--- config.mk ---
export PLATFORM = sky130hd
export DESIGN_NAME = memif_burst
export DESIGN_NICKNAME = d
export VERILOG_FILES = /design/src/rtl/memif_pkg.sv /design/src/rtl/memif_packet_codec.sv /design/src/rtl/memif_burst.sv
export SDC_FILE = /design/constraint.sdc
export NUM_CORES = 1
export LEC_CHECK = 0
export ABC_AREA = 1
export CORE_MARGIN = 8
export CORE_UTILIZATION = 36
export DETAILED_ROUTE_END_ITERATION = 10
export PLACE_DENSITY = 0.75
export REMOVE_ABC_BUFFERS = 1
export SETUP_SLACK_MARGIN = 0.05
export SYNTH_ARGS = -nofsm -noshare
export SYNTH_HDL_FRONTEND = slang
export SYNTH_SLANG_ARGS = --single-unit
--- constraint.sdc ---
create_clock -name clk -period 1.3 [get_ports clk]
set_input_delay 0.13 -clock clk [delete_from_list [all_inputs] [get_ports clk]]
set_output_delay 0.13 -clock clk [all_outputs]
set_load 0.02 [all_outputs]
--- src/rtl/memif_pkg.sv ---
// Shared types and field helpers for the banked burst memory interface.
// Packets carry one data word split in halves, each half behind a 2-bit tag.
package memif_pkg;

  typedef enum logic [1:0] {
    MODE_RW  = 2'b00,
    MODE_RO  = 2'b01,
    MODE_WO  = 2'b10,
    MODE_RSV = 2'b11
  } mode_e;

  typedef enum logic [2:0] {
    ST_HEADER,
    ST_WADDR,
    ST_STREAM,
    ST_DONE,
    ST_ERROR
  } state_e;

  localparam logic [1:0] TAG_HI = 2'b01;
  localparam logic [1:0] TAG_LO = 2'b10;

  function automatic int mode_lsb(int aw, int bb);
    return aw + bb;
  endfunction

  function automatic int bank_lsb(int aw);
    return aw;
  endfunction

  function automatic int len_lsb(int aw);
    return aw;
  endfunction

endpackage

--- src/rtl/memif_packet_codec.sv ---
// Tagged packet pack/unpack: {TAG_HI, upper half, TAG_LO, lower half}.
// The receive side also reports whether both tag pairs are intact.
module memif_packet_codec
  import memif_pkg::*;
#(
  parameter int WORD_WIDTH = 36,
  localparam int PW = WORD_WIDTH + 4,
  localparam int HALF = WORD_WIDTH / 2
) (
  input  logic [PW-1:0]         rx_packet,
  output logic [WORD_WIDTH-1:0] rx_word,
  output logic                  rx_valid,
  input  logic [WORD_WIDTH-1:0] tx_word,
  output logic [PW-1:0]         tx_packet
);

  assign rx_valid = (rx_packet[PW-1 -: 2] == TAG_HI)
                 && (rx_packet[HALF +: 2] == TAG_LO);

  assign rx_word = {rx_packet[HALF+2 +: HALF],
                    rx_packet[HALF-1:0]};

  assign tx_packet = {TAG_HI,
                      tx_word[WORD_WIDTH-1 -: HALF],
                      TAG_LO,
                      tx_word[HALF-1:0]};

endmodule

--- src/rtl/memif_burst.sv ---
// Packet-driven burst engine: header, write-address beat, then streaming
// beats that read one bank and optionally write the same bank.
module memif_burst
  import memif_pkg::*;
#(
  parameter int WORD_WIDTH = 36,
  parameter int ADDR_WIDTH = 10,
  parameter int NUM_BANKS = 4,
  parameter int LEN_WIDTH = 10,
  parameter int ERR_WIDTH = 8,
  localparam int BANK_BITS = $clog2(NUM_BANKS),
  localparam int PACKET_WIDTH = WORD_WIDTH + 4
) (
  input  logic                            clk,
  input  logic                            reset,
  input  logic                            dataReady,
  input  logic [PACKET_WIDTH-1:0]         inPacket,
  output logic [PACKET_WIDTH-1:0]         outPacket,
  output logic [ADDR_WIDTH-1:0]           rd_addr,
  input  logic [NUM_BANKS*WORD_WIDTH-1:0] rd_data,
  output logic [ADDR_WIDTH-1:0]           wr_addr,
  output logic [WORD_WIDTH-1:0]           wr_data,
  output logic [NUM_BANKS-1:0]            wr_enable,
  output logic                            inPacketIsValid,
  output logic                            done,
  output logic                            error,
  output logic [ERR_WIDTH-1:0]            invalidCount
);

  localparam int MODE_LSB = mode_lsb(ADDR_WIDTH, BANK_BITS);
  localparam int BANK_LSB = bank_lsb(ADDR_WIDTH);
  localparam int LEN_LSB = len_lsb(ADDR_WIDTH);

  state_e state, state_next;
  mode_e mode_q, mode_next;
  logic [BANK_BITS-1:0] bank_q, bank_next;
  logic [ADDR_WIDTH-1:0] rd_q, rd_next;
  logic [ADDR_WIDTH-1:0] wr_q, wr_next;
  logic [LEN_WIDTH-1:0] rem_q, rem_next;
  logic done_q, done_next;
  logic err_q, err_next;
  logic [ERR_WIDTH-1:0] inv_q, inv_next;

  logic [WORD_WIDTH-1:0] rx_word;
  logic [WORD_WIDTH-1:0] rd_word;
  logic [PACKET_WIDTH-1:0] tx_packet;
  logic rx_valid;

  memif_packet_codec #(
    .WORD_WIDTH(WORD_WIDTH)
  ) codec (
    .rx_packet(inPacket),
    .rx_word  (rx_word),
    .rx_valid (rx_valid),
    .tx_word  (rd_word),
    .tx_packet(tx_packet)
  );

  mode_e f_mode;
  logic [BANK_BITS-1:0] f_bank;
  logic [ADDR_WIDTH-1:0] f_addr;
  logic [LEN_WIDTH-1:0] f_len;

  assign f_mode = mode_e'(rx_word[MODE_LSB +: 2]);
  assign f_bank = rx_word[BANK_LSB +: BANK_BITS];
  assign f_addr = rx_word[ADDR_WIDTH-1:0];
  assign f_len = rx_word[LEN_LSB +: LEN_WIDTH];

  logic in_header;
  logic [BANK_BITS-1:0] sel_bank;
  mode_e sel_mode;
  logic out_zero;

  // The header beat reads straight from the incoming fields.
  assign in_header = (state == ST_HEADER);
  assign sel_bank = in_header ? f_bank : bank_q;
  assign sel_mode = in_header ? f_mode : mode_q;
  assign rd_addr = in_header ? f_addr : rd_q;
  assign rd_word = rd_data[sel_bank*WORD_WIDTH +: WORD_WIDTH];

  assign out_zero = (state == ST_DONE)
                 || (state == ST_ERROR)
                 || (sel_mode == MODE_WO);
  assign outPacket = out_zero ? '0 : tx_packet;

  assign inPacketIsValid = rx_valid;
  assign wr_addr = wr_q;
  assign wr_data = rx_word;
  assign done = done_q;
  assign error = err_q;
  assign invalidCount = inv_q;

  always_comb begin
    state_next = state;
    mode_next = mode_q;
    bank_next = bank_q;
    rd_next = rd_q;
    wr_next = wr_q;
    rem_next = rem_q;
    done_next = done_q;
    err_next = err_q;
    inv_next = inv_q;
    wr_enable = '0;
    if (dataReady && !reset) begin
      case (state)
        ST_HEADER: begin
          if (!rx_valid || f_mode == MODE_RSV) begin
            state_next = ST_ERROR;
            err_next = 1'b1;
          end else begin
            mode_next = f_mode;
            bank_next = f_bank;
            rd_next = f_addr;
            state_next = ST_WADDR;
          end
        end
        ST_WADDR: begin
          if (!rx_valid) begin
            state_next = ST_ERROR;
            err_next = 1'b1;
          end else begin
            rem_next = f_len;
            wr_next = f_addr;
            rd_next = rd_q + 1'b1;
            state_next = ST_STREAM;
          end
        end
        ST_STREAM: begin
          if (rx_valid && mode_q != MODE_RO)
            wr_enable = NUM_BANKS'(1) << bank_q;
          if (!rx_valid && inv_q != '1)
            inv_next = inv_q + 1'b1;
          rd_next = rd_q + 1'b1;
          wr_next = wr_q + 1'b1;
          // A zero length never counts down, so the burst is unbounded.
          if (rem_q == LEN_WIDTH'(1)) begin
            rem_next = '0;
            done_next = 1'b1;
            state_next = ST_DONE;
          end else if (rem_q != '0) begin
            rem_next = rem_q - 1'b1;
          end
        end
        default: ;
      endcase
    end
  end

  always_ff @(posedge clk) begin
    if (reset) begin
      state <= ST_HEADER;
      mode_q <= MODE_RW;
      bank_q <= '0;
      rd_q <= '0;
      wr_q <= '0;
      rem_q <= '0;
      done_q <= 1'b0;
      err_q <= 1'b0;
      inv_q <= '0;
    end else begin
      state <= state_next;
      mode_q <= mode_next;
      bank_q <= bank_next;
      rd_q <= rd_next;
      wr_q <= wr_next;
      rem_q <= rem_next;
      done_q <= done_next;
      err_q <= err_next;
      inv_q <= inv_next;
    end
  end

endmodule
==> impl_metrics.json, run 1 <==
{
  "cts_tree": "done",
  "synth_most_common_cell": "nand2_1",
  "power_frac_comb": 0.659,
  "cts.sinks": 47,
  "p_sw_uw": 3500,
  "cp_slowest_stage_delay_ns": 0.34,
  "setup_viol": 98,
  "total_power_uw": 8500,
  "yosysWarnings": 0,
  "cp.depth": 11,
  "path_clk_slew_ns": 0.06,
  "switching_share": 0.412,
  "num_vias": 8144,
  "p_seq_frac": 0.182,
  "syn_avg_cell_area_um2": 5.22,
  "critPathSlowestCell": "dfxtp_2",
  "clk_latency_ns": 0.30,
  "irDropWorstVdd_mv": 0.587,
  "antenna_found_initial": 2,
  "holdPathStages": 0,
  "worstSetupPathType": "flip-flop to output port",
  "clock_power_share": 0.159,
  "synth_top_area_frac": 0.231,
  "required_ns": 1.17,
  "clockBufferDepth": 2,
  "hold_ws_ns": 0.260,
  "synth_area_mm2": 0.00523,
  "overflow": 0,
  "cts_root_buf": "clkbuf_16",
  "n_fill_cell": 1014,
  "crit_path_start_kind": "flip-flop",
  "crit_chain": "inv_2, nand2_4, buf_4, inv_4, nand2_2, nand2_8, buf_12, nand2_1, nand3_2, a21oi_2, buf_6",
  "hold_violations": 0,
  "finalCriticalPeriod_ns": 2.19,
  "hpwl_um": 17000,
  "worst_setup_path_end_kind": "output port",
  "synth_seq_cells": 47,
  "post_drt_wl_per_cell_um": 18.7,
  "multi_input_area_mm2": 0.00380,
  "power_density_mw_per_mm2": 797,
  "die_y_um": 137,
  "yosys.area.top_type": "nand2_1",
  "antenna_left": 0,
  "drc": 0,
  "cts-buffers-inserted": 5,
  "cp_top_family": "simple AND/OR/NAND/NOR gates",
  "synthCells": 1003,
  "area_growth_pct": 104,
  "max_clock_freq_mhz": 457,
  "cap_viol_max_count": 0,
  "gp_congestion": 0.887,
  "violations": "negative setup slack",
  "worstPathArrival_ns": 2.06,
  "io_buffer_count": 263,
  "finClkSkew_ns": 0.0150,
  "synth_flop_cell": "dfxtp_1",
  "grt_max_degree": 54,
  "std_cell_rows": 44,
  "die-area_mm2": 0.0186,
  "hold_class": "input pin to output port",
  "die_w_um": 137,
  "synthTopCellsByArea": "nand2_1 23%, dfxtp_1 18%, inv_1 14%",
  "dr.pass1.iters": 5,
  "synthArstFlopShare": 0,
  "drt-initial-drc-count": 586,
  "r2r_cells": 10,
  "synth-edff-count": 0,
  "nNetsFinal": 1562,
  "finalCritPeriodShare": 1.68,
  "regArea_um2": 948,
  "cp_max_fo": 14,
  "drt_wl_total_um": 29100,
  "fin_ws_ns": -0.890,
  "internal_power_uw": 5000,
  "maxSlewViolCount": 0,
  "drive_above_1_share": 0.313,
  "rsz0062_at_grt": "true",
  "yosys-top-cells-count": "322 x nand2_1, 202 x inv_1, 109 x nand3_1",
  "synth_cell_types": 30,
  "ys_seq_area_frac": 0.180,
  "grt_first_pass_wirelength_um": 33600,
  "initial_core_util": 0.364,
  "io_pins": 298,
  "core_area_mm2": 0.0144,
  "first_global_vias": 6695,
  "cts_hold_buf": 0,
  "status": "finished, violations left",
  "grtUsageTotal": 0.222,
  "vias_per_cell": 5.23,
  "p_leak_uw": 0.00579,
  "cts_max_level": 2,
  "crit_buf_inv": 5
}
-- worst reg2reg max path, cell delays in order, from the launching register on --
cell and delay, ns:
dfxtp_4 0.36, nor2_4 0.15, nand2_4 0.11, buf_4 0.16, inv_4 0.06, buf_8 0.13
nand2_4 0.07, nand3_1 0.11, buf_4 0.19, o21ai_1 0.11, a21oi_1 0.24
-- logic make-up after synthesis --
family	after synthesis	share of synthesized area
buffers and inverters	287	0.249
adder cells (fa/ha/maj)	6	0.0144
XOR/XNOR	8	0.0134
other	1	0.000717
AO/OA/AOI/OAI	119	0.116
AND/OR/NAND/NOR	535	0.426
flip-flops	47	0.180
-- layout by cell type (no fill, tap or decap), drive strengths merged, types with 2 or more instances in the layout --
cell type / count
buf: 211
clkinv: 4
o21ai: 47
dfxtp: 47
nand3: 111
ha: 6
nor2: 88
nor3: 3
nand3b: 2
inv: 209
nand2: 325
or2: 2
diode: 2
dlymetal6s2s: 43
xor2: 4
a31oi: 2
conb: 2
nand4: 5
clkdlybuf4s50: 166
a21oi: 69
xnor2: 4
clkbuf: 18
-- stage by stage --
stage                     instances   util  TNS (ns)  cell area, um2  worst slack (ns)
after global routing           1556  0.742    -54.23           10700             -1.02
after global placement         1489  0.597    -60.62            8580            -0.928
after floorplan                 926      -    -61.36            4720             -1.21
final                          1556  0.742    -48.78           10700            -0.890
after CTS                      1510  0.615    -51.51            8830            -0.896
after detailed placement       1489  0.597    -63.77            8580            -0.949
-- final cells by class --
class | count | share of cell area
Timing Repair Buffer | 434 | 0.441
Sequential cell | 47 | 0.0889
Timing Repair inverter | 1 | 0.00106
Antenna cell | 2 | 0.000469
Multi-Input combinational cell | 671 | 0.356
Clock inverter | 3 | 0.00176
Clock buffer | 5 | 0.0117
Inverter | 209 | 0.0775
Tap cell | 184 | 0.0216
-- sequential cells by signal, summed over array words and instances, names as in the netlist --
register,flops
wr_addr,10
invalidCount,8
rem_q,10
bank_q,2
state,3
rd_q,10
mode_q,2
error,1
done,1
-- what timing repair did --
action,in CTS,in global routing
setup endpoints to repair,139,140
gates cloned,5,24
setup buffers,8,21
resized for setup,262,388
pin swaps,4,83
-- power by group through the flow --
stage | sequential (uW) | combinational [uW] | clock, uW
3_3_place_gp | 1570 | 3900 | 0
3_5_place_dp | 1570 | 3930 | 0
5_1_grt | 1550 | 5870 | 1400
6_report | 1540 | 5610 | 1350
4_1_cts | 1540 | 4080 | 1340
2_1_floorplan | 1590 | 1720 | 0
-- worst paths after layout --
check | startpoint | to | slack [ns]
setup / recovery | state[0] | outPacket[31] | -0.89
hold reg to reg | done | done | 0.48
setup reg to reg | state[1] | rd_q[0] | -0.49
hold / removal | inPacket[22] | wr_data[20] | 0.26
-- layer usage --
metal  track usage  routed length [um]  vias to the layer above
li1              -                   -                     3739
met1         0.261               10200                     3711
met2         0.392               14100                      543
met3        0.0547                3190                      151
met4        0.0592                1700                        0
met5             0                   0                        -
No activity file was read; power rests on OpenSTA's default activity.
==> run 2: changes to the inputs <==
--- a/config.mk
+++ b/config.mk
@@ -9,6 +9,8 @@
 export CORE_MARGIN = 8
 export CORE_UTILIZATION = 36
 export DETAILED_ROUTE_END_ITERATION = 10
+export HOLD_SLACK_MARGIN = 0.08
+export MAX_ROUTING_LAYER = met4
 export PLACE_DENSITY = 0.75
 export REMOVE_ABC_BUFFERS = 1
 export SETUP_SLACK_MARGIN = 0.05
==> run 2 against run 1 <==
  * Setup slack improved by 0.091 ns
  * Largest power group unchanged
  * Worst hold slack is essentially flat
  * The flow still finishes with violations (negative setup slack)
  * Count of clock-buffer cells in the layout is the same
  * Global-route usage up 1.3 points
  * First-iteration DRC count down 17%
  * Non-clock buffer count fell by 19
  * Combinational power down 7.5%
  * Maximum frequency increased by 4.3%
  * Cell area down 3.6%
  * Register-to-register slack worse by 0.07 ns
  * Sequential cell count is the same
  * Clock power rose by 16%
==> impl_metrics.json, run 2 (same netlist as run 1, synthesis figures left out) <==
{
  "finalSetupTns_ns": -52.07,
  "area_growth_pct": 96.6,
  "initial_core_util": 0.364,
  "use_met3": 0.0466,
  "core_area_mm2": 0.0144,
  "required_ns": 1.17,
  "fin_util": 0.716,
  "reg2reg_from": "state[2]",
  "io_buffer_count": 263,
  "path_clk_slew_ns": 0.08,
  "finClkSkew_ns": 0.00860,
  "std_cell_rows": 44,
  "first_global_vias": 6822,
  "irDropWorstVdd_mv": 0.839,
  "crit_path_start_kind": "flip-flop",
  "overflow": 0,
  "busiest_layer": "met2",
  "cts_max_level": 2,
  "final_common_cell": "nand2_1",
  "worst_setup_path_end_kind": "output port",
  "status": "finished, violations left",
  "max_clock_freq_mhz": 476,
  "hold_violations": 0,
  "antenna_left": 0,
  "grtUsageTotal": 0.235,
  "die_w_um": 137,
  "r2r_cells": 11,
  "rr_endpoint": "wr_addr[6]",
  "cts_tree": "done",
  "io_pins": 298,
  "p_leak_uw": 0.00519,
  "hpwl_um": 17100,
  "die_y_um": 137,
  "holdPathStages": 0,
  "cts_hold_buf": 0,
  "most-common-layout-cells": "255 x nand2_1, 198 x inv_1, 166 x clkdlybuf4s50_1, 122 x buf_4, 64 x nor2_1",
  "cts.sinks": 47,
  "antenna_found_initial": 1,
  "finalCriticalPeriod_ns": 2.10,
  "die-area_mm2": 0.0186,
  "gp_congestion": 0.898,
  "finalCritPeriodShare": 1.61,
  "nNetsFinal": 1543,
  "n_fill_cell": 1068,
  "drc": 0,
  "drive_above_1_share": 0.332,
  "cap_viol_max_count": 0,
  "cts_root_buf": "clkbuf_16",
  "worstSetupPathType": "flip-flop to output port",
  "place_inst": 1487,
  "num_vias": 7834,
  "dr.pass1.iters": 5,
  "power_density_mw_per_mm2": 808,
  "drt-initial-drc-count": 486,
  "rsz0062_at_grt": "true",
  "maxSlewViolCount": 0,
  "cts-buffers-inserted": 5,
  "post_drt_wl_per_cell_um": 17.7,
  "clockBufferDepth": 2,
  "fin_ws_ns": -0.799,
  "grt_max_degree": 32,
  "setup_viol": 99,
  "worstSetupStartpoint": "state[2]",
  "hold_class": "input pin to output port",
  "cp_max_fo": 10,
  "grt_first_pass_wirelength_um": 34400,
  "drt_wl_total_um": 27100,
  "use_met2": 0.413,
  "clk_latency_ns": 0.30,
  "grtUsageMet1": 0.269,
  "crit_end": "outPacket[23]",
  "worstPathArrival_ns": 1.97,
  "vias_per_cell": 5.10,
  "dp_slack_ns": -0.979,
  "violations": "negative setup slack",
  "stdcell_count": 1536,
  "reg2reg_slack_ns": -0.56
}
[run 2: where the power goes]
group	internal [uW]	total, uW	switching [uW]
Combinational	2500	5190	2690
Sequential	1490	1540	52.8
Clock	920	1570	649
[run 2: layer usage]
metal / up-vias / part of all wire
met5: - / 0
met1: 3633 / 0.37
li1: 3697 / -
met2: 437 / 0.51
met3: 67 / 0.089
met4: 0 / 0.031
[run 2: what timing repair did]
action	in CTS	in global routing
endpoints found under the hold margin	0	0
buffers inserted	8	19
cloned	4	11
setup endpoints to repair	139	111
pin swaps	26	74
gates resized for setup	402	291
[run 2: critical path, stage by stage, from the launching register on]
cell and delay [ns]:
dfxtp_2 0.34, nor2_4 0.14, nand2_4 0.11, buf_6 0.15, nand2_4 0.05, o21ai_4 0.06
buf_12 0.16, buf_12 0.14, nand2_1 0.07, nand3_1 0.10, a21oi_2 0.17, buf_4 0.16
[run 2: metrics by stage]
stage | hold slack (ns) | total power (uW) | cell area, um2
finish | 0.260 | 8310 | 10300
global route | 0.260 | 8680 | 10300
CTS | 0.260 | 7340 | 8980
detailed placement | 0.260 | 5500 | 8550
global placement | 0.260 | 5470 | 8550
floorplan | 0.199 | 3310 | 4720
[run 2: worst min-delay path by stage]
| stage | endpoint | slack, ns | from |
|---|---|---|---|
| 6_report | wr_data[20] | 0.26 | inPacket[22] |
| 5_1_grt | wr_data[21] | 0.26 | inPacket[23] |
| 4_1_cts | wr_data[20] | 0.26 | inPacket[22] |
| 3_5_place_dp | wr_data[20] | 0.26 | inPacket[22] |
| 3_3_place_gp | wr_data[20] | 0.26 | inPacket[22] |
| 2_1_floorplan | invalidCount[0] | 0.20 | reset |
[run 2: final cells by class]
type | instances | area (um2) | area share
Antenna cell | 1 | 2.50 | 0.000243
Timing Repair Buffer | 415 | 4220 | 0.410
Tap cell | 184 | 230 | 0.0224
Timing Repair inverter | 1 | 11.3 | 0.00109
Multi-Input combinational cell | 671 | 3890 | 0.378
Clock inverter | 3 | 47.5 | 0.00462
Sequential cell | 47 | 945 | 0.0918
Clock buffer | 5 | 125 | 0.0122
Inverter | 209 | 817 | 0.0794
==> run 3: changes to the inputs <==
--- a/config.mk
+++ b/config.mk
@@ -12,7 +12,6 @@
 export HOLD_SLACK_MARGIN = 0.08
 export MAX_ROUTING_LAYER = met4
 export PLACE_DENSITY = 0.75
-export REMOVE_ABC_BUFFERS = 1
 export SETUP_SLACK_MARGIN = 0.05
 export SYNTH_ARGS = -nofsm -noshare
 export SYNTH_HDL_FRONTEND = slang
==> run 3 against run 2 <==
  * The flow still finishes with violations (negative setup slack)
  * Combinational power rose by 17%
  * Wire length up 15%
  * First-iteration DRC count is 51% higher
  * Setup slack got worse by 0.0088 ns
  * Clock skew grew 0.00093 ns
  * Cell area up 9.1%
==> impl_metrics.json, run 3 (same netlist as run 1, synthesis figures left out) <==
{
  "cap_viol_max_count": 0,
  "antenna_found_initial": 2,
  "initial_core_util": 0.364,
  "fin_ws_ns": -0.808,
  "num_vias": 8350,
  "vias_per_cell": 5.37,
  "grtUsageTotal": 0.272,
  "clockBufferDepth": 2,
  "final_common_cell": "nand2_1",
  "grt_first_pass_wirelength_um": 39500,
  "drt-initial-drc-count": 736,
  "hold_violations": 0,
  "std_cell_rows": 44,
  "dr.pass1.iters": 6,
  "cts_tree": "done",
  "required_ns": 1.17,
  "core_area_mm2": 0.0144,
  "cts.sinks": 47,
  "hold_class": "input pin to output port",
  "finClkSkew_ns": 0.00953,
  "worstSetupPathType": "flip-flop to output port",
  "die-area_mm2": 0.0186,
  "wl_met3_um": 2680,
  "nNetsFinal": 1561,
  "area_growth_pct": 115,
  "setup_viol": 99,
  "cp_max_fo": 28,
  "violations": "negative setup slack",
  "drive_above_1_share": 0.369,
  "die_w_um": 137,
  "worstPathArrival_ns": 1.98,
  "hpwl_um": 18200,
  "drc": 0,
  "top_layer": "met4",
  "crit_path_start_kind": "flip-flop",
  "die_y_um": 137,
  "total_power_uw": 9080,
  "antenna_left": 0,
  "io_pins": 298,
  "cts_max_level": 2,
  "finalCritPeriodShare": 1.62,
  "fin_util": 0.781,
  "overflow": 0,
  "maxSlewViolCount": 0,
  "status": "finished, violations left",
  "irDropWorstVdd_mv": 0.769,
  "gp_congestion": 0.916,
  "path_clk_slew_ns": 0.08,
  "post_drt_wl_per_cell_um": 20.0,
  "worst_setup_path_end_kind": "output port",
  "max_clock_freq_mhz": 474,
  "power_density_mw_per_mm2": 809,
  "cts-buffers-inserted": 5,
  "wl_met2_um": 15600,
  "grt_max_degree": 33,
  "most-common-layout-cells": "264 x nand2_1, 193 x inv_1, 166 x clkdlybuf4s50_1, 112 x buf_4, 71 x buf_6",
  "p_leak_uw": 0.00549,
  "io_buffer_count": 263,
  "finalCriticalPeriod_ns": 2.11,
  "drt_wl_total_um": 31100,
  "clk_latency_ns": 0.31,
  "first_global_vias": 7568,
  "wl_met1_um": 10900,
  "cts_root_buf": "clkbuf_16",
  "rsz0062_at_grt": "true"
}
-- run 3: worst max-delay path, stage by stage, from the launching register on --
cell and delay (ns):
dfxtp_4 0.36, nor2_4 0.17, nand2_8 0.12, nand2_4 0.09
o21ai_4 0.06, buf_12 0.14, buf_16 0.16, nand2_1 0.11
nand3_2 0.13, a21oi_4 0.19, buf_6 0.13
-- run 3: stage by stage --
stage / instance area, um2 / std cells / worst slack (ns) / hold WS (ns) / setup TNS, ns
finish: 11200 / 1555 / -0.808 / 0.260 / -55.89
global route: 11200 / 1555 / -0.857 / 0.260 / -62.04
CTS: 10200 / 1534 / -0.709 / 0.260 / -47.68
detailed placement: 9060 / 1488 / -1.01 / 0.260 / -66.80
global placement: 9060 / 1488 / -0.982 / 0.260 / -65.35
floorplan: 5830 / 1004 / -0.235 / 0.265 / -9.45
-- run 3: cell type report --
cell class / instances / area, um2
repair inverters: 1 / 16.3
clock inverters: 2 / 13.8
diodes: 2 / 5.00
fillers: 892 / 3150
well taps: 184 / 230
repair buffers: 430 / 4470
clock buffers: 6 / 150
multi-input cells: 674 / 4530
flip-flops and latches: 47 / 963
inverters: 209 / 842
-- run 3: worst paths after layout --
kind | slack (ns) | cells after the start | to | startpoint
max reg2reg | -0.65 | 11 | rem_q[0] | state[2]
min | 0.26 | 0 | wr_data[28] | inPacket[30]
max | -0.81 | 10 | outPacket[17] | state[2]
min reg2reg | 0.48 | 2 | wr_addr[4] | wr_addr[4]
-- run 3: routing by layer --
| layer | vias up | GRT usage |
|---|---|---|
| met5 | - | - |
| met4 | 0 | 0.100 |
| met3 | 177 | 0.0426 |
| met2 | 551 | 0.481 |
| met1 | 3875 | 0.302 |
| li1 | 3747 | - |
-- run 3: where the power goes --
group | total, uW | switching, uW | internal [uW] | leakage, uW
registers | 1550 | 58.5 | 1490 | 0.000387
clock network | 1480 | 648 | 833 | 0.0000820
logic | 6050 | 3160 | 2890 | 0.00502
total | 9080 | 3870 | 5210 | 0.00549
-- run 3: repair_timing --
action | CTS | global route
hold buffers | 0 | 0
buffers inserted | 31 | 15
endpoints found under the setup margin | 139 | 107
pin swaps | 47 | 73
cloned | 9 | 11
resized for setup | 498 | 208
